$ cat config.mk
export PLATFORM = sky130hd
export DESIGN_NAME = refill_arbiter
export DESIGN_NICKNAME = d
export VERILOG_FILES = /design/src/rtl/refill_pkg.sv /design/src/rtl/refill_rr_arbiter.sv /design/src/rtl/refill_arbiter.sv
export SDC_FILE = /design/constraint.sdc
export NUM_CORES = 1
export LEC_CHECK = 0
export ABC_AREA = 1
export CORE_MARGIN = 3
export CORE_UTILIZATION = 36
export CTS_BUF_LIST = sky130_fd_sc_hd__clkbuf_8
export DETAILED_ROUTE_END_ITERATION = 16
export HOLD_SLACK_MARGIN = 0.08
export PLACE_DENSITY = 0.76
export SLEW_MARGIN = 5
export SYNTH_ARGS = -nofsm -noshare
export SYNTH_HDL_FRONTEND = slang
export SYNTH_SLANG_ARGS = --single-unit
$ cat constraint.sdc
create_clock -name i_clock -period 1.1 [get_ports i_clock]
set_input_delay 0.22 -clock i_clock [delete_from_list [all_inputs] [get_ports i_clock]]
set_output_delay 0.22 -clock i_clock [all_outputs]
set_load 0.1 [all_outputs]
$ cat src/rtl/refill_pkg.sv
// refill_pkg: shared types and line geometry for the line-refill sequencer.
// Latency: n/a (types, constants and a helper function only).
// Backpressure: n/a.
package refill_pkg;

  // Line geometry: 16 words of 4 bytes form one 64-byte line
  localparam int WORDS_PER_LINE = 16;
  localparam int WORD_BYTE_BITS = 2;
  localparam int OFFSET_BITS    = 6;
  localparam int BEAT_W         = $clog2(WORDS_PER_LINE);
  localparam int DATA_W         = 32;

  // Refill sequencer states
  typedef enum logic [1:0] {
    ST_IDLE  = 2'd0,
    ST_ISSUE = 2'd1,
    ST_WAIT  = 2'd2,
    ST_DONE  = 2'd3
  } refill_state_t;

  // Which cache owns the refill in progress
  localparam logic OWNER_ICACHE = 1'b0;
  localparam logic OWNER_DCACHE = 1'b1;

  // Index of the final beat of a line
  localparam logic [BEAT_W-1:0] LAST_BEAT = BEAT_W'(WORDS_PER_LINE - 1);

  // Word index of a beat: offset from the start word, wrapping within the line
  function automatic logic [BEAT_W-1:0] beat_word_index(
    input logic [BEAT_W-1:0] start_word,
    input logic [BEAT_W-1:0] beat_count
  );
    return start_word + beat_count;
  endfunction

endpackage

$ cat src/rtl/refill_rr_arbiter.sv
// refill_rr_arbiter: two-way round-robin grant between I-cache and D-cache refill requests.
// Latency: grant is combinational from the requests; lastGrant updates on the advance strobe.
// Backpressure: none here; a losing requester simply keeps its request up until served.
module refill_rr_arbiter
  import refill_pkg::*;
(
  input  logic i_clock,
  input  logic i_reset,
  input  logic i_reqIcache,
  input  logic i_reqDcache,
  input  logic i_advance,
  input  logic i_advanceOwner,
  output logic o_grantValid,
  output logic o_grantOwner
);

  // Owner of the most recently completed refill
  logic r_lastGrant;

  // Grant: lone requester wins; on a tie the side that was not served last wins
  always_comb begin
    o_grantValid = i_reqIcache | i_reqDcache;
    o_grantOwner = OWNER_ICACHE;
    if (i_reqIcache && i_reqDcache) begin
      o_grantOwner = ~r_lastGrant;
    end else if (i_reqDcache) begin
      o_grantOwner = OWNER_DCACHE;
    end
  end

  // History: starts at D-cache so the first tie goes to the I-cache
  always_ff @(posedge i_clock) begin
    if (!i_reset) begin
      r_lastGrant <= OWNER_DCACHE;
    end else if (i_advance) begin
      r_lastGrant <= i_advanceOwner;
    end
  end

endmodule

$ cat src/rtl/refill_arbiter.sv
// refill_arbiter: shares one memory read port between I-cache and D-cache 64-byte line refills.
// Latency: memRequest one cycle after grant; 2 cycles/beat at zero-wait memory; FillDone 33 cycles after request.
// Backpressure: memRequest/memAddress held stable until memReady; one beat outstanding; other cache waits.
// Option: define REFILL_CRITICAL_WORD_FIRST_EN to start each burst at the missing word and wrap.
module refill_arbiter
  import refill_pkg::*;
#(
  parameter int ADDR_WIDTH = 32
) (
  input  logic                  i_clock,
  input  logic                  i_reset,
  input  logic                  i_icacheMissRequest,
  input  logic [ADDR_WIDTH-1:0] i_icacheMissAddress,
  input  logic                  i_dcacheMissRequest,
  input  logic [ADDR_WIDTH-1:0] i_dcacheMissAddress,
  output logic                  o_icacheFillValid,
  output logic                  o_dcacheFillValid,
  output logic [BEAT_W-1:0]     o_fillWordIndex,
  output logic [DATA_W-1:0]     o_fillData,
  output logic                  o_icacheFillDone,
  output logic                  o_dcacheFillDone,
  output logic                  o_memRequest,
  output logic [ADDR_WIDTH-1:0] o_memAddress,
  input  logic                  i_memReady,
  input  logic                  i_memReadValid,
  input  logic [DATA_W-1:0]     i_memReadData,
  output logic                  o_busy
);

  // FSM state
  refill_state_t r_state;
  refill_state_t w_nextState;

  // Refill context latched at grant
  logic                             r_owner;
  logic [ADDR_WIDTH-1:OFFSET_BITS]  r_lineBase;
  logic [BEAT_W-1:0]                r_startWord;
  logic [BEAT_W-1:0]                r_beatCount;

  // Registered fill beat presented to the caches
  logic                             r_fillValid;
  logic [DATA_W-1:0]                r_fillData;
  logic [BEAT_W-1:0]                r_fillWordIndex;

  // Arbiter interface
  logic                             w_grantValid;
  logic                             w_grantOwner;
  logic                             w_advance;

  // Datapath helpers
  logic [ADDR_WIDTH-1:0]            w_reqAddr;
  logic [BEAT_W-1:0]                w_startWord;
  logic [BEAT_W-1:0]                w_wordIndex;
  logic                             w_grantTake;
  logic                             w_beatReturn;
  logic                             w_lastBeat;
  logic                             w_unusedAddrBits;

  // The completed refill's owner becomes the round-robin history at DONE
  assign w_advance = (r_state == ST_DONE);

  refill_rr_arbiter u_rr (
    .i_clock        (i_clock),
    .i_reset        (i_reset),
    .i_reqIcache    (i_icacheMissRequest),
    .i_reqDcache    (i_dcacheMissRequest),
    .i_advance      (w_advance),
    .i_advanceOwner (r_owner),
    .o_grantValid   (w_grantValid),
    .o_grantOwner   (w_grantOwner)
  );

  // Miss address of whichever cache is being granted
  assign w_reqAddr = (w_grantOwner == OWNER_DCACHE) ? i_dcacheMissAddress : i_icacheMissAddress;

  // Byte offset bits only matter for the start word, and only when critical-word-first is on
  assign w_unusedAddrBits = ^w_reqAddr[OFFSET_BITS-1:0];

`ifdef REFILL_CRITICAL_WORD_FIRST_EN
  // Critical word first: begin at the missing word, later beats wrap around the line
  assign w_startWord = w_reqAddr[OFFSET_BITS-1:WORD_BYTE_BITS];
`else
  // Linear fill: always begin at word 0
  assign w_startWord = '0;
`endif

  assign w_wordIndex  = beat_word_index(r_startWord, r_beatCount);
  assign w_grantTake  = (r_state == ST_IDLE) && w_grantValid;
  assign w_beatReturn = (r_state == ST_WAIT) && i_memReadValid;
  assign w_lastBeat   = (r_beatCount == LAST_BEAT);

  // State register
  always_ff @(posedge i_clock) begin
    if (!i_reset) begin
      r_state <= ST_IDLE;
    end else begin
      r_state <= w_nextState;
    end
  end

  // Next-state: one request/response pair per beat, DONE always returns to IDLE
  always_comb begin
    w_nextState = r_state;
    case (r_state)
      ST_IDLE: begin
        if (w_grantValid) begin
          w_nextState = ST_ISSUE;
        end
      end
      ST_ISSUE: begin
        if (i_memReady) begin
          w_nextState = ST_WAIT;
        end
      end
      ST_WAIT: begin
        if (i_memReadValid) begin
          w_nextState = w_lastBeat ? ST_DONE : ST_ISSUE;
        end
      end
      ST_DONE: begin
        w_nextState = ST_IDLE;
      end
      default: begin
        w_nextState = ST_IDLE;
      end
    endcase
  end

  // Outputs: request/address only in ISSUE, fill strobes steered to the owner
  always_comb begin
    o_memRequest      = 1'b0;
    o_memAddress      = '0;
    o_icacheFillDone  = 1'b0;
    o_dcacheFillDone  = 1'b0;
    o_icacheFillValid = r_fillValid && (r_owner == OWNER_ICACHE);
    o_dcacheFillValid = r_fillValid && (r_owner == OWNER_DCACHE);
    o_busy            = (r_state != ST_IDLE);
    case (r_state)
      ST_ISSUE: begin
        o_memRequest = 1'b1;
        o_memAddress = {r_lineBase, w_wordIndex, {WORD_BYTE_BITS{1'b0}}};
      end
      ST_DONE: begin
        o_icacheFillDone = (r_owner == OWNER_ICACHE);
        o_dcacheFillDone = (r_owner == OWNER_DCACHE);
      end
      default: begin
      end
    endcase
  end

  assign o_fillData      = r_fillData;
  assign o_fillWordIndex = r_fillWordIndex;

  // Refill context: captured at grant, beat counter advances on each returned word
  always_ff @(posedge i_clock) begin
    if (!i_reset) begin
      r_owner     <= OWNER_ICACHE;
      r_lineBase  <= '0;
      r_startWord <= '0;
      r_beatCount <= '0;
    end else if (w_grantTake) begin
      r_owner     <= w_grantOwner;
      r_lineBase  <= w_reqAddr[ADDR_WIDTH-1:OFFSET_BITS];
      r_startWord <= w_startWord;
      r_beatCount <= '0;
    end else if (w_beatReturn) begin
      r_beatCount <= r_beatCount + 1'b1;
    end
  end

  // Fill beat register: valid pulses one cycle per returned word, data/index hold afterwards
  always_ff @(posedge i_clock) begin
    if (!i_reset) begin
      r_fillValid     <= 1'b0;
      r_fillData      <= '0;
      r_fillWordIndex <= '0;
    end else begin
      r_fillValid <= w_beatReturn;
      if (w_beatReturn) begin
        r_fillData      <= i_memReadData;
        r_fillWordIndex <= w_wordIndex;
      end
    end
  end

endmodule

==> out/metrics.yaml, run 1 <==
drv_slew: 0
required_ns: 0.88
fin_area_sq_um: 7210
grt_max_degree: 49
vdd_drop_max_v: 0.000786
fin_cells: 795
hp-class: "input pin to register"
synth.largest_area_cell: "dfxtp_1"
initial_utilization: 0.371
critPathMaxStageDelay_ns: 0.36
highest_layer: "met4"
cp-end-kind: "primary output"
firstDrtPassIters: 4
critical-path-top-delay-family: "buffers and inverters"
ys.flop_type: "dfxtp_1"
numCtsBuffers: 9
final.min_clock_period_ns: 1.65
fmax_mhz: 605
whs_ns: 0.406
arrival_ns: 1.43
wl_met2_um: 7400
htree_levels: 3
wl_per_cell_um: 17.1
yosysSeqAreaShare: 0.437
failed_checks: "setup timing"
dieHeight_um: 101
rows: 34
grt_overflow: 0
fin_skew_ns: 0.0140
ys_ff_latch: 71
dp_slack_ns: -0.462
crit_buf_inv: 3
cts-root-buf: "clkbuf_8"
synth_top_area_share: 0.437
nets: 785
antenna_found_initial: 0
synth_edf_count: 0
finalSetupViolations: 127
crit_slowest_cell: "dfxtp_4"
cts_hold_buf: 0
place.gp.congestion: 0.842
total_power_mw: 7.76
fillers: 452
rsz0062_at_grt: "yes"
synth_most_common_cell: "nand2_1"
antenna_left: 0
hold_violations: 0
cts_buffer_depth: 2
path_cells: "nor2_4 > inv_6 > buf_12 > nor2_4 > buf_12"
area_growth_pct: 122
path_clk_slew_ns: 0.08
wl_met3_um: 755
grt_pass1_wl_um: 18400
via_count: 4040
clock_latency_ns: 0.35
holdPathStages: 3
drc: 0
placed_area_sq_um: 6220
cp.depth: 5
drt-met1-wl_um: 4830
die_w_um: 101
power_leakage_nw: 2.86
synth_common_cells: "nand2_1, dfxtp_1, inv_1, nand3_1, a21oi_1"
postSynth.asyncResetShare: 0
grt_pass1_vias: 3814
placed_cells_incl_taps: 751
synth_cell_types: 26
netlist_area_sq_um: 3250
rr_worst_depth: 9
cp-start-kind: "register"
tritoncts: "built"
synth_area_leaders: "dfxtp_1, nand2_1, nand3_1"
maxCapViolCount: 0
netlist_instances: 482
cts.sinks: 71
io_buffers: 161
coreArea_sq_um: 8760
io_pins: 176
finalCritPeriodShare: 1.50
grtUsageTotal: 0.231
setup_ws_ns: -0.552
drtIter0Drc: 114
dp_hpwl_um: 8150
dieArea_sq_um: 10200
drt_wl_total_um: 13600
drive_gt1_frac: 0.463
status: "complete, but fails checks"
via_per_inst: 5.08
critPathKind: "register to primary output"
powerDensity_nw_per_um2: 1080
antenna_cells: 0
syn_avg_cell_area_sq_um: 6.75
path_max_fanout: 10
yosysWarningCount: 0
layout by cell type, fill, tap and decap left out, types with 5 or more instances in the layout:
cell               n
dfxtp_1           29
inv_1             58
clkinvlp_4         5
buf_4             19
buf_6             14
dfxtp_2           39
buf_12            87
a21oi_1           17
nand2_1          136
or2_2             16
nand3_1           19
clkdlybuf4s50_1   88
nor2_4            37
a21oi_2           24
or2_0              5
clkbuf_8          10
nand3_2           34
worst register-to-register path, cell delays in order (launching register included):
cell and delay, ns:
dfxtp_4 0.36, buf_6 0.13, nor2_4 0.13, buf_6 0.12, o21ai_4 0.10, nor2_4 0.17, buf_6 0.13, buf_12 0.11
nand2_1 0.06, o21ai_1 0.07
power breakdown:
group,internal [mW],switching [mW]
Sequential,2.72,0.124
Clock,0.887,1.05
Combinational,1.28,1.69
Total,4.90,2.87
final cells by class:
type                    instances  area, sq um  share of cell area
flip-flops and latches         71         1480               0.205
clock buffers                  10          138              0.0191
multi-input cells             320         2060               0.286
clock inverters                 6         46.3             0.00642
well taps                     108          135              0.0187
inverters                      65          273              0.0378
repair buffers                215         3080               0.427
logic make-up after synthesis:
family / Yosys count / synth area share
other: 1 / 0.00115
XOR/XNOR: 1 / 0.00269
buffers and inverters: 94 / 0.123
AO/OA/AOI/OAI: 46 / 0.0742
AND/OR/NAND/NOR: 268 / 0.358
flip-flops: 71 / 0.437
adder cells (fa/ha/maj): 1 / 0.00385
metal layers:
| layer | vias to the layer above | track usage |
|---|---|---|
| li1 | 1878 | - |
| met1 | 1958 | 0.244 |
| met2 | 156 | 0.418 |
| met3 | 48 | 0.0554 |
| met4 | 0 | 0.126 |
| met5 | - | 0 |
metrics by stage:
stage          utilization  setup TNS, ns
3_3_place_gp         0.709         -29.66
2_1_floorplan            -         -29.73
3_5_place_dp         0.709         -32.25
6_report             0.823         -29.03
5_1_grt              0.823         -35.24
4_1_cts              0.775         -35.99
path summary, 6_finish.rpt:
kind / slack (ns) / startpoint / end
worst min-delay path: 0.41 / i_memReadData[22] / o_fillData[22]
worst min register to register: 0.46 / r_lineBase[20] / r_lineBase[20]
worst max-delay path: -0.55 / r_state[1] / o_memAddress[15]
worst max register to register: -0.36 / r_state[1] / r_owner
state kept, by name, indices dropped and copies added, names as in the netlist:
name              count
o_fillData           32
r_lineBase           26
o_fillWordIndex       4
r_beatCount           4
r_state               2
r_fillValid           1
r_owner               1
u_rr.r_lastGrant      1
timing repair:
item | in CTS | in global routing
endpoints found under the setup margin | 143 | 143
gates resized for setup | 40 | 77
setup buffers | 13 | 11
pin swaps | 6 | 22
gates cloned | 5 | 4
Note: power is estimated with default switching activity, not from simulation.
==> run 2, diff against run 1 <==
--- a/config.mk
+++ b/config.mk
@@ -7,11 +7,11 @@
 export LEC_CHECK = 0
 export ABC_AREA = 1
 export CORE_MARGIN = 3
-export CORE_UTILIZATION = 36
+export CORE_UTILIZATION = 30
 export CTS_BUF_LIST = sky130_fd_sc_hd__clkbuf_8
 export DETAILED_ROUTE_END_ITERATION = 16
 export HOLD_SLACK_MARGIN = 0.08
-export PLACE_DENSITY = 0.76
+export PLACE_DENSITY = 0.65
 export SLEW_MARGIN = 5
 export SYNTH_ARGS = -nofsm -noshare
 export SYNTH_HDL_FRONTEND = slang
==> out/metrics.yaml, run 2 (same netlist as run 1, synthesis figures left out) <==
drt_wl_total_um: 11900
cp-start-kind: "register"
antenna_found_initial: 0
vdd_drop_max_v: 0.000556
drv_slew: 0
fillers: 796
power_leakage_nw: 2.95
failed_checks: "setup timing"
drc: 0
whs_ns: 0.427
cts-root-buf: "clkbuf_8"
powerDensity_nw_per_um2: 1040
area_growth_pct: 122
drt-met1-wl_um: 4660
path_clk_slew_ns: 0.08
switching_share: 0.353
fin_cells: 834
grt_overflow: 0
initial_utilization: 0.312
internal-power_mw: 4.85
regArea_sq_um: 1480
antenna_cells: 0
numCtsBuffers: 9
final_common_cell: "nand2_1"
fin_setup_tns_ns: -37.45
fin_skew_ns: 0.0114
antenna_left: 0
io_buffers: 161
via_per_inst: 4.53
setup_ws_ns: -0.517
wl_met3_um: 461
final.min_clock_period_ns: 1.62
total_power_mw: 7.50
clkPwrFrac: 0.230
highest_layer: "met4"
clock_latency_ns: 0.33
wl_per_cell_um: 14.3
layout_common_cells: "nand2_1, buf_12, clkdlybuf4s50_1"
finalSetupViolations: 105
wl_met2_um: 6490
cts_hold_buf: 0
status: "complete, but fails checks"
dieArea_sq_um: 12100
final_util: 0.692
grt_pass1_wl_um: 18100
grt_max_degree: 35
critPathMaxStageDelay_ns: 0.36
fmax_mhz: 619
dieHeight_um: 110
hp-class: "input pin to register"
via_count: 3775
drive_gt1_frac: 0.397
maxCapViolCount: 0
grt_pass1_vias: 3673
largest_register_ffs: 32
power.switching_mw: 2.65
dp_slack_ns: -0.472
multi_input_area_sq_um: 1830
crit_slowest_cell: "dfxtp_4"
cts_buffer_depth: 2
grtUsageTotal: 0.193
tritoncts: "built"
io_pins: 176
seqPwrFrac: 0.377
rsz0062_at_grt: "yes"
placed_area_sq_um: 6340
dp_hpwl_um: 8080
place.gp.congestion: 0.779
die_w_um: 110
drtIter0Drc: 154
path_max_fanout: 6
path_cells: "nor2_4 > inv_6 > clkbuf_16 > nor2_4 > buf_12"
cts.sinks: 71
finalCritPeriodShare: 1.47
critPathKind: "register to primary output"
required_ns: 0.88
power_frac_comb: 0.393
cp-end-kind: "primary output"
nets: 796
htree_levels: 3
hold_violations: 0
placed_cells_incl_taps: 782
coreArea_sq_um: 10400
critPathMostFrequentCell: "nor2_4"
fin_area_sq_um: 7210
firstDrtPassIters: 4
rows: 37
arrival_ns: 1.40
-- run 2: cell count changes in the layout (fill, tap and decap cells not counted), moves of 6 or more --
| cell | previous run | this run |
|---|---|---|
| buf_12 | 87 | 93 |
| a21oi_1 | 17 | 35 |
| buf_6 | 14 | 8 |
| nand3_1 | 19 | 47 |
| a21oi_2 | 24 | 6 |
| buf_4 | 19 | 27 |
| nand3_2 | 34 | 7 |
-- run 2: critical path: cells and delay by family (launching register included) --
family	cells	cell delay, ns
DFF	1	0.36
buffers and inverters	3	0.45
and+or+nand+nor	2	0.26
-- run 2: power by group through the flow --
stage | clock [mW] | combinational [mW] | sequential [mW]
2_1_floorplan | 0 | 1.28 | 3.07
3_3_place_gp | 0 | 2.48 | 2.88
3_5_place_dp | 0 | 2.50 | 2.89
4_1_cts | 1.78 | 2.84 | 2.83
5_1_grt | 1.89 | 3.10 | 2.84
6_report | 1.73 | 2.95 | 2.83
-- run 2: layer usage --
layer / vias up / GRT usage
li1: 1899 / -
met1: 1772 / 0.227
met2: 84 / 0.342
met3: 20 / 0.0425
met4: 0 / 0.0721
met5: - / 0
-- run 2: cell type report --
type / count / area share
Clock buffer: 9 / 0.0172
Clock inverter: 7 / 0.00451
Timing Repair Buffer: 226 / 0.459
Tap cell: 136 / 0.0236
Inverter: 65 / 0.0371
Sequential cell: 71 / 0.205
Multi-Input combinational cell: 320 / 0.254
-- run 2: path summary, 6_finish.rpt --
kind,slack (ns),start,depth (start not counted),end
max,-0.52,r_state[1],5,o_memAddress[17]
min,0.43,i_memReadData[6],3,o_fillData[6]
max reg2reg,-0.39,r_state[1],10,r_lineBase[9]
min reg2reg,0.47,r_lineBase[14],2,r_lineBase[14]
-- run 2: timing repair --
item / CTS / global route
gates cloned: 10 / 1
gates resized for setup: 30 / 28
pin swaps: 15 / 5
setup buffers: 19 / 11
setup endpoints to repair: 139 / 142
==> run 3, diff against run 2 <==
--- a/config.mk
+++ b/config.mk
@@ -7,11 +7,11 @@
 export LEC_CHECK = 0
 export ABC_AREA = 1
 export CORE_MARGIN = 3
-export CORE_UTILIZATION = 30
+export CORE_UTILIZATION = 36
 export CTS_BUF_LIST = sky130_fd_sc_hd__clkbuf_8
 export DETAILED_ROUTE_END_ITERATION = 16
 export HOLD_SLACK_MARGIN = 0.08
-export PLACE_DENSITY = 0.65
+export PLACE_DENSITY = 0.76
 export SLEW_MARGIN = 5
 export SYNTH_ARGS = -nofsm -noshare
 export SYNTH_HDL_FRONTEND = slang
==> results of run 3 <==
No change in the layout: final DEF, timing and power equal those of run 1.
